**src/rtl/dmem_port_arbiter.sv**
```systemverilog
// rtl/dmem_port_arbiter.sv - round-robin sequencer sharing one data-memory port among NUM_REQ requesters
// Optional ack watchdog enabled by defining DMEM_ARB_TIMEOUT_EN.
module dmem_port_arbiter #(
  parameter int NUM_REQ        = 2,
  parameter int ADDR_W         = 32,
  parameter int DATA_W         = 32,
  parameter int OP_W           = 1,
  parameter int TIMEOUT_CYCLES = 64
) (
  input  logic                      clk_i,
  input  logic                      reset_i,
  input  logic [NUM_REQ-1:0]        req_valid_i,
  input  logic [NUM_REQ*OP_W-1:0]   req_op_i,
  input  logic [NUM_REQ*ADDR_W-1:0] req_addr_i,
  input  logic [NUM_REQ*DATA_W-1:0] req_wdata_i,
  output logic [NUM_REQ-1:0]        req_ready_o,
  output logic [NUM_REQ-1:0]        req_done_o,
  output logic [DATA_W-1:0]         req_rdata_o,
  output logic                      req_err_o,
  input  logic                      memory_ready_i,
  input  logic                      memory_ack_i,
  input  logic [DATA_W-1:0]         memory_data_return_i,
  output logic                      memory_req_valid_o,
  output logic [OP_W-1:0]           memory_req_op_o,
  output logic [ADDR_W-1:0]         memory_req_address_o,
  output logic [DATA_W-1:0]         memory_req_data_o
);

  localparam int RW = (NUM_REQ > 1) ? $clog2(NUM_REQ) : 1;

  if (NUM_REQ < 2 || TIMEOUT_CYCLES < 1) begin : g_param_check
    $error("dmem_port_arbiter: NUM_REQ must be >= 2 and TIMEOUT_CYCLES >= 1");
  end

  typedef enum logic [1:0] {S_IDLE, S_ISSUE, S_WAIT_ACK, S_RESP} state_t;

  state_t              state_q, state_d;
  logic [RW-1:0]       rr_ptr_q, rr_ptr_d, owner_q, winner;
  logic [RW:0]         cand;
  logic                found, grant, busy, timeout;
  logic [OP_W-1:0]     op_q;
  logic [ADDR_W-1:0]   addr_q;
  logic [DATA_W-1:0]   wdata_q, rdata_q;

  // First valid requester at or after rr_ptr, wrapping modulo NUM_REQ.
  always_comb begin
    winner = rr_ptr_q;
    found  = 1'b0;
    cand   = '0;
    for (int i = 0; i < NUM_REQ; i++) begin
      cand = {1'b0, rr_ptr_q} + (RW+1)'(i);
      if (cand >= (RW+1)'(NUM_REQ)) cand = cand - (RW+1)'(NUM_REQ);
      if (!found && req_valid_i[cand[RW-1:0]]) begin
        found  = 1'b1;
        winner = cand[RW-1:0];
      end
    end
  end

  assign grant    = (state_q == S_IDLE) && memory_ready_i && found;
  assign busy     = (state_q == S_ISSUE) || (state_q == S_WAIT_ACK);
  assign rr_ptr_d = (winner == RW'(NUM_REQ - 1)) ? '0 : winner + RW'(1);

  always_ff @(posedge clk_i) begin
    if (reset_i) state_q <= S_IDLE;
    else         state_q <= state_d;
  end

  always_comb begin
    state_d = state_q;
    case (state_q)
      S_IDLE:     if (grant) state_d = S_ISSUE;
      S_ISSUE,
      S_WAIT_ACK: if (memory_ack_i || timeout) state_d = S_RESP;
                  else                         state_d = S_WAIT_ACK;
      S_RESP:     state_d = S_IDLE;
      default:    state_d = S_IDLE;
    endcase
  end

  always_comb begin
    req_ready_o = '0;
    req_done_o  = '0;
    if (grant)              req_ready_o[winner]  = 1'b1;
    if (state_q == S_RESP)  req_done_o[owner_q]  = 1'b1;
    memory_req_valid_o = (state_q == S_ISSUE);
  end

  always_ff @(posedge clk_i) begin
    if (reset_i) begin
      rr_ptr_q <= '0;
      owner_q  <= '0;
      op_q     <= '0;
      addr_q   <= '0;
      wdata_q  <= '0;
      rdata_q  <= '0;
    end else begin
      if (grant) begin
        rr_ptr_q <= rr_ptr_d;
        owner_q  <= winner;
        op_q     <= req_op_i[int'(winner)*OP_W +: OP_W];
        addr_q   <= req_addr_i[int'(winner)*ADDR_W +: ADDR_W];
        wdata_q  <= req_wdata_i[int'(winner)*DATA_W +: DATA_W];
      end
      if (busy && memory_ack_i) rdata_q <= memory_data_return_i;
      else if (busy && timeout) rdata_q <= '0;
    end
  end

  assign memory_req_op_o      = op_q;
  assign memory_req_address_o = addr_q;
  assign memory_req_data_o    = wdata_q;
  assign req_rdata_o          = rdata_q;

`ifdef DMEM_ARB_TIMEOUT_EN
  localparam int CW = $clog2(TIMEOUT_CYCLES + 1);

  logic [CW-1:0] cnt_q;
  logic          err_q;

  // The count covers ISSUE and WAIT_ACK cycles; the last allowed cycle forces RESP.
  assign timeout = busy && (cnt_q == CW'(TIMEOUT_CYCLES - 1));

  always_ff @(posedge clk_i) begin
    if (reset_i) begin
      cnt_q <= '0;
      err_q <= 1'b0;
    end else begin
      if (grant)     cnt_q <= '0;
      else if (busy) cnt_q <= cnt_q + CW'(1);
      if (busy && memory_ack_i) err_q <= 1'b0;
      else if (busy && timeout) err_q <= 1'b1;
    end
  end

  assign req_err_o = err_q;
`else
  assign timeout   = 1'b0;
  assign req_err_o = 1'b0;
`endif

endmodule
```
**config.mk**
```make
export PLATFORM = sky130hd
export DESIGN_NAME = dmem_port_arbiter
export DESIGN_NICKNAME = d
export VERILOG_FILES = /design/src/rtl/dmem_port_arbiter.sv
export SDC_FILE = /design/constraint.sdc
export NUM_CORES = 1
export LEC_CHECK = 0
export ABC_AREA = 1
export CAP_MARGIN = 40
export CORE_ASPECT_RATIO = 1.2
export CORE_MARGIN = 5
export CORE_UTILIZATION = 25
export CTS_CLUSTER_DIAMETER = 30
export CTS_CLUSTER_SIZE = 8
export DETAILED_ROUTE_END_ITERATION = 12
export PLACE_DENSITY = 0.64
export SLEW_MARGIN = 20
export SYNTH_ARGS = -nofsm -noshare
export SYNTH_HDL_FRONTEND = slang
export SYNTH_SLANG_ARGS = --single-unit
```
**constraint.sdc**
```tcl
create_clock -name clk_i -period 3 [get_ports clk_i]
set_input_delay 0.9 -clock clk_i [delete_from_list [all_inputs] [get_ports clk_i]]
set_output_delay 0.9 -clock clk_i [all_outputs]
set_load 0.01 [all_outputs]
```
# ---- After elaboration in Yosys (flattened, before gate mapping)
# Cells that the tools add are included.
dict set report classes {
  n_addsub 4
  n_lt_le_gt_ge 8
  n_eq_ne 4
  shifts 3
  n_mux 20
  n_reduce_logical 10
}
# op n
set ops {}
lappend ops {{indexed part select 64 x 7 -> 32 bit} 2}
lappend ops {{2-to-1 mux 1 bit} 14}
lappend ops {{less-than comparator 1 x 2 -> 1 bit (second input constant)} 4}
lappend ops {{logical AND 1 bit} 6}
lappend ops {{2-to-1 mux 2 bit} 3}
lappend ops {{one-hot mux 2 bit (3 select lines)} 1}
lappend ops {{== test 2 bit (second input constant)} 2}
lappend ops {{adder 1 x 1 -> 2 bit (second input constant)} 1}
lappend ops {{demux 1 bit (select 1 bit)} 2}
lappend ops {{== test 2 x 1 -> 1 bit (second input constant)} 1}
lappend ops {{>= comparator 1 bit (second input constant)} 2}
lappend ops {{>= comparator 1 x 2 -> 1 bit (second input constant)} 1}
lappend ops {{>= comparator 2 bit (second input constant)} 1}
lappend ops {{logical NOT 2 bit} 1}
lappend ops {{!= test 2 bit (second input constant)} 1}
lappend ops {{OR reduction 2 bit} 1}
lappend ops {{indexed part select 2 x 2 -> 1 bit} 1}
lappend ops {{subtractor 1 bit (second input constant)} 2}
lappend ops {{adder 1 bit (second input constant)} 1}
lappend ops {{logical NOT 1 bit} 1}
lappend ops {{logical OR 1 bit} 1}
dict set report word_totals {
  reg_bits 101
  inputBits 168
  out_inout_bits 103
  wordCells 56
}

# ---- Logic depth before layout (Yosys ltp)
dict set report depth {
  word_depth 13
  ltp_mapped 11
  depth_no_buf 9
}

# ---- Least setup slack after synthesis
# Ideal clock, no wire load.
dict set report synth_timing {
  path_type {input to output}
  startpoint {in memory_ready_i}
  endpoint {out req_ready_o[0]}
  arrival_time_ns 1.510
  t_required_ns 2.100
  path_slack_ns 0.590
  cell_stages 5
  n_path_buf 2
  path_cell_list {nand2_2 > nor2_2 > buf_6 > buf_6 > and2_1}
}
dict set report synth_via {
  elab_chain_cells 3
}
# element line
set synth_lines {}
lappend synth_lines {{from (decl)} 20} ;# input logic memory_ready_i,
lappend synth_lines {{logical AND 1 bit (2 in series)} 60} ;# assign grant = (state_q == S_IDLE) && memory_ready_i && found;
lappend synth_lines {{2-to-1 mux 2 bit} 84} ;# if (grant) req_ready_o[winner] = 1'b1;
lappend synth_lines {{to (decl)} 16} ;# output logic [NUM_REQ-1:0] req_ready_o,
# No other way between the ends.

# ---- Worst setup path in the final report
# Ends and elaborated chain as after synthesis.

==> results.txt <==
* Data arrival time at the worst-slack endpoint: 2.03 ns
- DRC viols: 0
- The tool flagged a number of max-cap violations equal to 0.
* Die area: 21360 sq um
* Die Height: 159.1 um
- At the later pin of the worst-skew pair, clock insertion delay measures 0.35 ns.
- Pin count of the biggest net entering global routing: 69
* Horizontal extent of the die: 134.3 um
* Final std cells w/o fill: 1150
- For this configuration, the core starts out at a cell density of 25.49%.
* Static leakage: 3.532 nW
- The number of slew-limit violations in the final report is 0.
- The clock tree synthesis step divided the H-tree into 3 levels.
- Via count of the first global-routing pass: 4980
- Between clock sinks in the finished design, the worst skew comes to 0.008094 ns.
- Worst voltage drop across the vdd grid: 0.0004404 V
* Wire length of the first global-routing pass: 27220 um
- Met1 layer usage reported by global route: 18.81%
* Combined area of all synthesized cells: 4632 sq um
* Count of different cell masters after synthesis: 18
* Element type at the critical path start: primary input
- Category of the critical setup timing path: primary input to output pin
* Finished Cell Area: 7757 sq um
* Ranking of synthesized cells by instance count: nand3_1, nand2_1, dfxtp_1
- Area of the core: 18170 sq um
* P&R area growth vs syn: 67.48%
- After detailed routing, the number of vias per cell comes to 4.515.
- Synth top area cells: dfxtp_1, nand3_1, nand2_1
- Share of the clock period used by the worst path after layout: 97.68%
- Minimum setup slack among reg-to-reg paths: 1.04 ns
- Total global routing track utilization: 15.71%
* Count of warnings emitted by yosys: 0
- The first detailed-routing pass ran for 4 iterations.
- Most used routing layer: met2
* Number of buffers inserted for hold repair after clock tree synthesis: 0
- Area share of the largest cell type after synthesis: 43.65%
* Fraction of registers with async set/reset: 0%
- Once layout is complete, the utilization of the core stands at 42.68%.
- Global routing met2 resource utilization: 26.14%
* Cell Chain, Critical Path: clkdlybuf4s50_1 > nand2_2 > nor2_4 > and2_1 > clkdlybuf4s15_1
- On the critical path, the stage with the largest delay is an instance of clkdlybuf4s50_1.
- STA classifies the critical path endpoint as an output pin.
* Slew at the pin closest to its max-slew limit: 0.8085 ns
- Run status: finished, final reports clean
- Counting buffers and inverters, the worst setup path is 5 cells deep.
- The first routing iteration left 180 violations.
- Avg WL per Cell: 15.13 um
* Maximum clock rate: 0.3412 GHz
- Post-layout power: 5.269 mW
* Total CTS buffers: 9
* Number of register bits inferred by synthesis: 101
* I/O Pins: 271
- The detailed router placed 5192 vias in this run.
* Share of cells above drive strength 1: 3.996%
* Final hold viol count: 0
- Sequential elements use 43.65% of the synthesized area.
* Most common flop cell mapped by yosys: dfxtp_1
- For this run the aggregate overflow at the end of global routing stands at 0.
- Reg clk slew, reported paths: 0.07 ns
- Counting I/O delays and the setup requirement, the final critical path takes 2.931 ns.
* CP delay by family, top: buffers and inverters
- Number of clock sinks: 101
- Once placement finished, the instance area stood at 7443 sq um.
- The clock passes through at most 2 buffers.
* Number of routed nets with antenna violations: 0
* FP Rows: 54
- The worst pin sits at a relative slew slack of 46.10%.
- Number of buffers and inverters on the critical path: 2
- Post-DP HPWL: 11950 um
- Synthesized instance count: 679
- Fill cells in the final layout number 1889.
- 0 antenna diodes ended up in the layout.
- Registers take 2022 sq um.
* Pwr Density: 679.2 nW/um^2
- When the netlist entered floorplanning its net count stood at 850.
* Hold path depth: 2
- Leading cell type by number of instances after synthesis: nand3_1
- Dpl cells: 1134
* Kind of path behind the tightest hold check: flip-flop to flip-flop
* TritonCTS clock tree: yes
- Counting flops with a built-in enable in the synthesized netlist gives 0.
* GP Congestion: 0.8234
- The tree is rooted in a clkbuf_16.
* Number of antenna violations at the first check in global routing: 0
- Port Buf Inserts: 269
- Area of combinational cells with multiple inputs: 2029 sq um
- Finish-stage setup viols: 0
- Post-Synthesis Mean Instance Area: 6.822 sq um
* CP max stage delay: 0.47 ns
* Largest fanout on the critical path: 3
* Worst path required time: 2.10 ns
- The worst register-to-register path has a depth of 9.
- Summed over all instances, the cell type with the most area after synthesis is dfxtp_1.
- Setup repair after global routing left no endpoint under its margin.
- Global-route met3 utilization: 4.962%
* Net count, final: 1092
* Routed wire length: 17400 um
==> cells in the final DEF, fill, tap and decap left out, types with 2 or more instances in the layout <==
cell type / n
buf_4: 12
ha_1: 3
clkbuf_16: 9
inv_2: 2
bufinv_16: 2
nor2_4: 2
clkdlybuf4s50_1: 267
nand2_1: 137
o21ai_0: 35
a21oi_1: 2
nand3_1: 195
dfxtp_1: 101
nor2_1: 69
clkinv_2: 2
buf_12: 2
nand2_2: 4
inv_1: 75
==> worst paths after layout <==
path                                                      endpoint                          from
worst max-delay path                                req_ready_o[0]                memory_ready_i
worst max register to register  memory_req_data_o[23]$_SDFFE_PP0P_       state_q[1]$_SDFFE_PP0P_
worst min register to register        req_rdata_o[21]$_SDFFE_PP0P_  req_rdata_o[21]$_SDFFE_PP0P_
worst min-delay path                  req_rdata_o[21]$_SDFFE_PP0P_  req_rdata_o[21]$_SDFFE_PP0P_
==> metrics by stage <==
step	TNS [ns]	hold WS, ns	setup WS [ns]
after floorplan	0	0.4412	0.5899
after global placement	-0.3979	0.4620	-0.2512
after detailed placement	-0.3907	0.4731	-0.2525
after CTS	0	0.4859	0.01865
after global routing	0	0.5168	0.004631
final	0	0.4819	0.06948
==> worst reg2reg max path, cell delays in order, from the launching register on <==
cell and delay (ns):
dfxtp_1 0.33, inv_1 0.08, ha_1 0.22, nand2_2 0.12, nor2_4 0.10, buf_4 0.58, nand3_1 0.25, nand3_1 0.13
nand2_1 0.05, inv_1 0.05
==> logic make-up (layout without fill, tap and decap cells) <==
group,count (synthesis),after routing,synth area share [%]
and+or+nand+nor,408,408,38.60
AOI/OAI and AO/OA,37,37,3.998
other,1,1,0.08096
buffers and inverters,129,376,12.86
DFF,101,101,43.65
adders and majority gates,3,3,0.8105
==> registers in the layout, indices dropped and copies added (netlist names) <==
register	flops
owner_q	1
req_rdata_o	32
rr_ptr_q	1
memory_req_address_o	32
memory_req_op_o	1
memory_req_data_o	32
state_q	2
==> power breakdown <==
group	switching, mW	internal, mW
registers	0.170	1.67
clock network	0.531	0.732
logic	1.09	1.07
total	1.79	3.48
==> layout make-up <==
| type | instances | share of cell area (%) |
|---|---|---|
| clock inverters | 6 | 1.113 |
| well taps | 224 | 3.613 |
| inverters | 77 | 3.726 |
| flip-flops and latches | 101 | 26.06 |
| repair buffers | 283 | 36.37 |
| clock buffers | 10 | 2.952 |
| multi-input cells | 449 | 26.16 |
==> layer usage <==
layer | share of wire (%) | wire length, um
met4 | 2.6 | 457
met1 | 42 | 7328
met3 | 8.4 | 1467
met2 | 47 | 8142
met5 | 0 | 0
==> repair_timing <==
action,in CTS,in global routing
cloned,0,0
gates resized for setup,2,1
buffers inserted,0,0
setup endpoints to repair,2,1
Note: power is estimated with default switching activity, not from simulation.
==> RTL edit 1 (config.mk and constraints unchanged) <==
Change the parameter `DATA_W` from 32 to 48.
--- a/src/rtl/dmem_port_arbiter.sv
+++ b/src/rtl/dmem_port_arbiter.sv
@@ -3,7 +3,7 @@
 module dmem_port_arbiter #(
   parameter int NUM_REQ        = 2,
   parameter int ADDR_W         = 32,
-  parameter int DATA_W         = 32,
+  parameter int DATA_W         = 48,
   parameter int OP_W           = 1,
   parameter int TIMEOUT_CYCLES = 64
 ) (
Ports: changed (resized memory_data_return_i, memory_req_data_o, req_rdata_o and req_wdata_i); port bits go from 271 to 351. The function was not compared with the original's and may differ.
==> RTL edit 1 against the unedited design <==
Power grew 47%; sequential power grew 33%; critical endpoint is now req_ready_o[1]; sequential cell count grew 32; worst setup slack gained 0.064 ns; register-to-register slack lost 0.02 ns; first-iteration DRC count grew 61%; design area grew 35%; routed wire length grew 38%; cell count grew 32%; global-route usage grew 1.2 points; critical path depth grew 2; synthesized area grew 29%.
==> RTL edit 1: results (changes against the unedited design) <==
vias in the first global route=6529 (+31%); Avg Vias per Cell=4.47 (-0.92%); largest net degree at the start of global routing=64 (-7.2%); IO buf count=349 (+30%); CP max FO=3 (unchanged); met2 Use GR=28.9% (+2.7 points); worst vdd rail ir drop=0.445 mV (+0.93%); ranking of synthesized cells by area=dfxtp_1 45%, nand3_1 20%, nand2_1 11%, nor2_1 6.3%, inv_1 5.7%; DR pass1 iterations=5 (+1); Worst-path clk slew=0.06 ns; leakage=4.71 nW (+33%); Ys Warns=0 (unchanged); grt met3 use=6.78% (+1.8 points); Yosys cell types=21 (+3); DR WL/cell=15.8 um (+4.6%); layout cell share with drive strength beyond 1=5.24% (+1.2 points); most frequent cells after synthesis=243 x nand3_1, 171 x nand2_1, 133 x dfxtp_1; DR top layer=met4; GR Util All Layers=16.9% (+1.2 points); relative slew slack=65.4% (+19 points); Clk Latency, worst-skew pair=0.41 ns (+0.06 ns); outcome=completed; routed wl met2=11.5 mm (+42%); Initial DRC Count=290 (+61%); type of the tightest min-delay check=register to register; first-pass GRT wire length=35.8 mm (+31%); initial antenna violation count=0 (unchanged); sequential area share after synthesis=44.6% (+0.94 points); metal3 WL=2.40 mm (+64%); Layout Skew=0.00969 ns (+0.00159 ns); GPL Wtd Cong=0.788 (-4.3%); CTS Buf Count=17 (+8); wire length on met1=9.56 mm (+30%); Synth Net Count=1088 (+28%); post-CTS setup buffer count=0 (unchanged); met1 Use GR=19.1% (+0.31 points); diode count=0 (unchanged); Root Buffer Master=clkbuf_16; placed cell area=9820 um2 (+32%); htree depth=4 (+1); Top FF cell, synth=dfxtp_1; Async S/R FF share, synth=0% (unchanged); nets@finish=1409 (+29%); maximum clock insertion buffer count=2 (unchanged); DP HPWL=17.0 mm (+42%)
[RTL edit 1: per-stage QoR]
| step | utilization (%) | setup slack [ns] | cells |
|---|---|---|---|
| detailed placement | 41.4 | -0.309 | 1491 |
| CTS | 44.1 | 0.0128 | 1523 |
| floorplan | - | 0.542 | 869 |
| global placement | 40.9 | -0.307 | 1487 |
| global route | 44.1 | 0.0627 | 1523 |
| finish | 44.1 | 0.133 | 1523 |
[RTL edit 1: worst max-delay path, cell delays in order]
cell,delay [ns]
clkdlybuf4s50_1,0.50
nand2_4,0.10
buf_12,0.14
nor2_8,0.07
nand2_1,0.07
inv_1,0.05
buf_2,0.13
[RTL edit 1: power breakdown]
part,switching [mW],total (mW),internal (mW)
sequential,0.231,2.45,2.22
combinational,1.48,3.00,1.51
clock,0.858,2.31,1.45
[RTL edit 1: cell families after synthesis]
| family | synth area share (%) |
|---|---|
| other | 0.0628 |
| buffers and inverters | 11.7 |
| AO/OA/AOI/OAI | 4.44 |
| AND/OR/NAND/NOR | 38.5 |
| flip-flops | 44.6 |
| adder cells (fa/ha/maj) | 0.629 |
[RTL edit 1: cell type report]
cell class	count	area, um2
fill	2477	13300
timing repair buffer	368	3780
sequential	133	2660
multi-input combinational	577	2620
clock buffer	19	453
tap	320	400
inverter	93	350
clock inverter	13	195
[RTL edit 1: final timing paths]
path | cells past startpoint | startpoint | to | slack, ns
max | 7 | memory_ready_i | req_ready_o[1] | 0.13
min | 2 | req_rdata_o[13] | req_rdata_o[13] | 0.48
max reg2reg | 11 | state_q[1] | memory_req_address_o[12] | 1.02
min reg2reg | 2 | req_rdata_o[13] | req_rdata_o[13] | 0.48
[RTL edit 1: what timing repair did]
item                                    in CTS  in global routing
endpoints found under the setup margin       2                  2
pin swaps                                    0                  0
resized for setup                            5                  2
==> RTL edit 2 (same flow settings) <==
Without the edit above. Re-encode `state_t` (4 states) as Gray code, 2 bits wide.
--- a/src/rtl/dmem_port_arbiter.sv
+++ b/src/rtl/dmem_port_arbiter.sv
@@ -32,7 +32,7 @@
     $error("dmem_port_arbiter: NUM_REQ must be >= 2 and TIMEOUT_CYCLES >= 1");
   end
 
-  typedef enum logic [1:0] {S_IDLE, S_ISSUE, S_WAIT_ACK, S_RESP} state_t;
+  typedef enum logic [1:0] {S_IDLE = 2'b00, S_ISSUE = 2'b01, S_WAIT_ACK = 2'b11, S_RESP = 2'b10} state_t;
 
   state_t              state_q, state_d;
   logic [RW-1:0]       rr_ptr_q, rr_ptr_d, owner_q, winner;
Function: same outputs for any inputs over 10 cycles, from zero or initial values and one cycle with reset_i high; not proved beyond that.
==> RTL edit 2 against the unedited design <==
Via count decreased by 2.9%; sequential cell count stayed put; first-iteration DRC count grew 34%; synthesized area down 2.9%; design area fell by 2.9%; routed wire length fell by 4.8%; worst setup slack improved by 0.062 ns; critical path type unchanged; highest routed layer unchanged.
Power is not compared: it rests on default switching activity, and its combinational part moved more than twofold at a synthesized area within 25%.
==> RTL edit 2: results (changes against the unedited design) <==
Setup crit start=req_valid_i[1]; Yosys cell types=16 (-2); r2r startpoint=state_q[1]; placed cell area=7260 um2 (-2.5%); crit path to=req_ready_o[1]; vias in the first global route=4724 (-5.1%); Synth Net Count=837 (-1.5%); GR Util All Layers=15.1% (-0.65 points); Top FF cell, synth=dfxtp_1; Clk Latency, worst-skew pair=0.34 ns; Sequential Area=2020 um2 (unchanged); met2 Use GR=26.5% (+0.35 points); outcome=completed; wire length on met1=6.75 mm (-7.9%); Reg2Reg Capture Point=memory_req_data_o[24]; layout cell share with drive strength beyond 1=4.05% (+0.052 points); Avg Vias per Cell=4.45 (-1.5%); relative slew slack=51.7% (+5.6 points); Layout Skew=0.00686 ns (-0.00124 ns); CTS Buf Count=9 (unchanged); comb_multi_in=509 (+13%); first-pass GRT wire length=25.6 mm (-6.1%); # clk buffers=11 (+1); fraction of area in multi-input gates=28.4% (+2.2 points); fmax=349 MHz (+2.2%); Worst EP arrival=1.97 ns (-0.06 ns); via count=5042 (-2.9%); DR WL/cell=14.6 um (-3.5%); Clock buf/inv share=3.79% (-0.28 points); most frequent cells after synthesis=266 x nand2_1, 101 x dfxtp_1, 73 x nor2_1; DP HPWL=11.9 mm (-0.45%); Async S/R FF share, synth=0% (unchanged); grt met3 use=4.86% (-0.10 points); largest stage delay on the critical path=0.50 ns (+0.03 ns); Non-clk invs=7 (-91%); ranking of synthesized cells by area=dfxtp_1 45%, nand2_1 22%, a21oi_1 7.3%, nand3_1 7.3%, nor2_1 6.1%; nets@finish=1078 (-1.3%); routed wl met2=8.33 mm (+2.3%); GPL Wtd Cong=0.756 (-8.1%); hold slack=0.463 ns (-0.0185 ns); diode count=0 (unchanged); reg2reg setup slack=1.23 ns (+0.19 ns); synthesized instance count=669 (-1.5%); sequential area share after synthesis=45.0% (+1.3 points); Die Footprint=20800 um2 (-2.7%); met1 Use GR=17.5% (-1.3 points); CP max FO=4 (+1); min-delay src=memory_req_address_o[12]; non-clk buf share=37.0% (+0.63 points); largest net degree at the start of global routing=68 (-1.4%); metal3 WL=1.18 mm (-19%); dpl ws=-0.241 ns (+0.0116 ns); Reg2Reg Depth=6 (-3); Initial DRC Count=241 (+34%); fillcell total=1848 (-2.2%); buffers outside the clock class=282 (-0.35%); hold path endpoint=memory_req_address_o[12]; DP Cell Count=1119 (-1.3%)
==> RTL edit 2: cell count changes after synthesis, moves of 2 or more <==
cell,before,now
nand2_1,139,266
buf_6,9,7
buf_1,8,0
a21oi_1,2,66
clkbuf_1,12,16
ha_1,3,0
inv_1,75,6
buf_4,6,12
nor2_2,2,0
nor2_1,69,73
nand3_1,195,66
==> RTL edit 2: worst min-delay path, cell delays in order, from the launching register on <==
cell and delay (ns):
dfxtp_1 0.31, nand2_1 0.06, a21oi_1 0.05
==> RTL edit 2: logic make-up after synthesis <==
family	share of synthesized area, %
AO/OA/AOI/OAI	11.3
buffers and inverters	7.57
flip-flops	45.0
other	0.0834
AND/OR/NAND/NOR	36.0
==> RTL edit 2: report_power, final <==
group | switching (mW) | internal [mW] | leakage, nW
sequential | 0.0592 | 1.46 | 0.825
combinational | 0.497 | 0.537 | 2.06
clock | 0.514 | 0.608 | 0.134
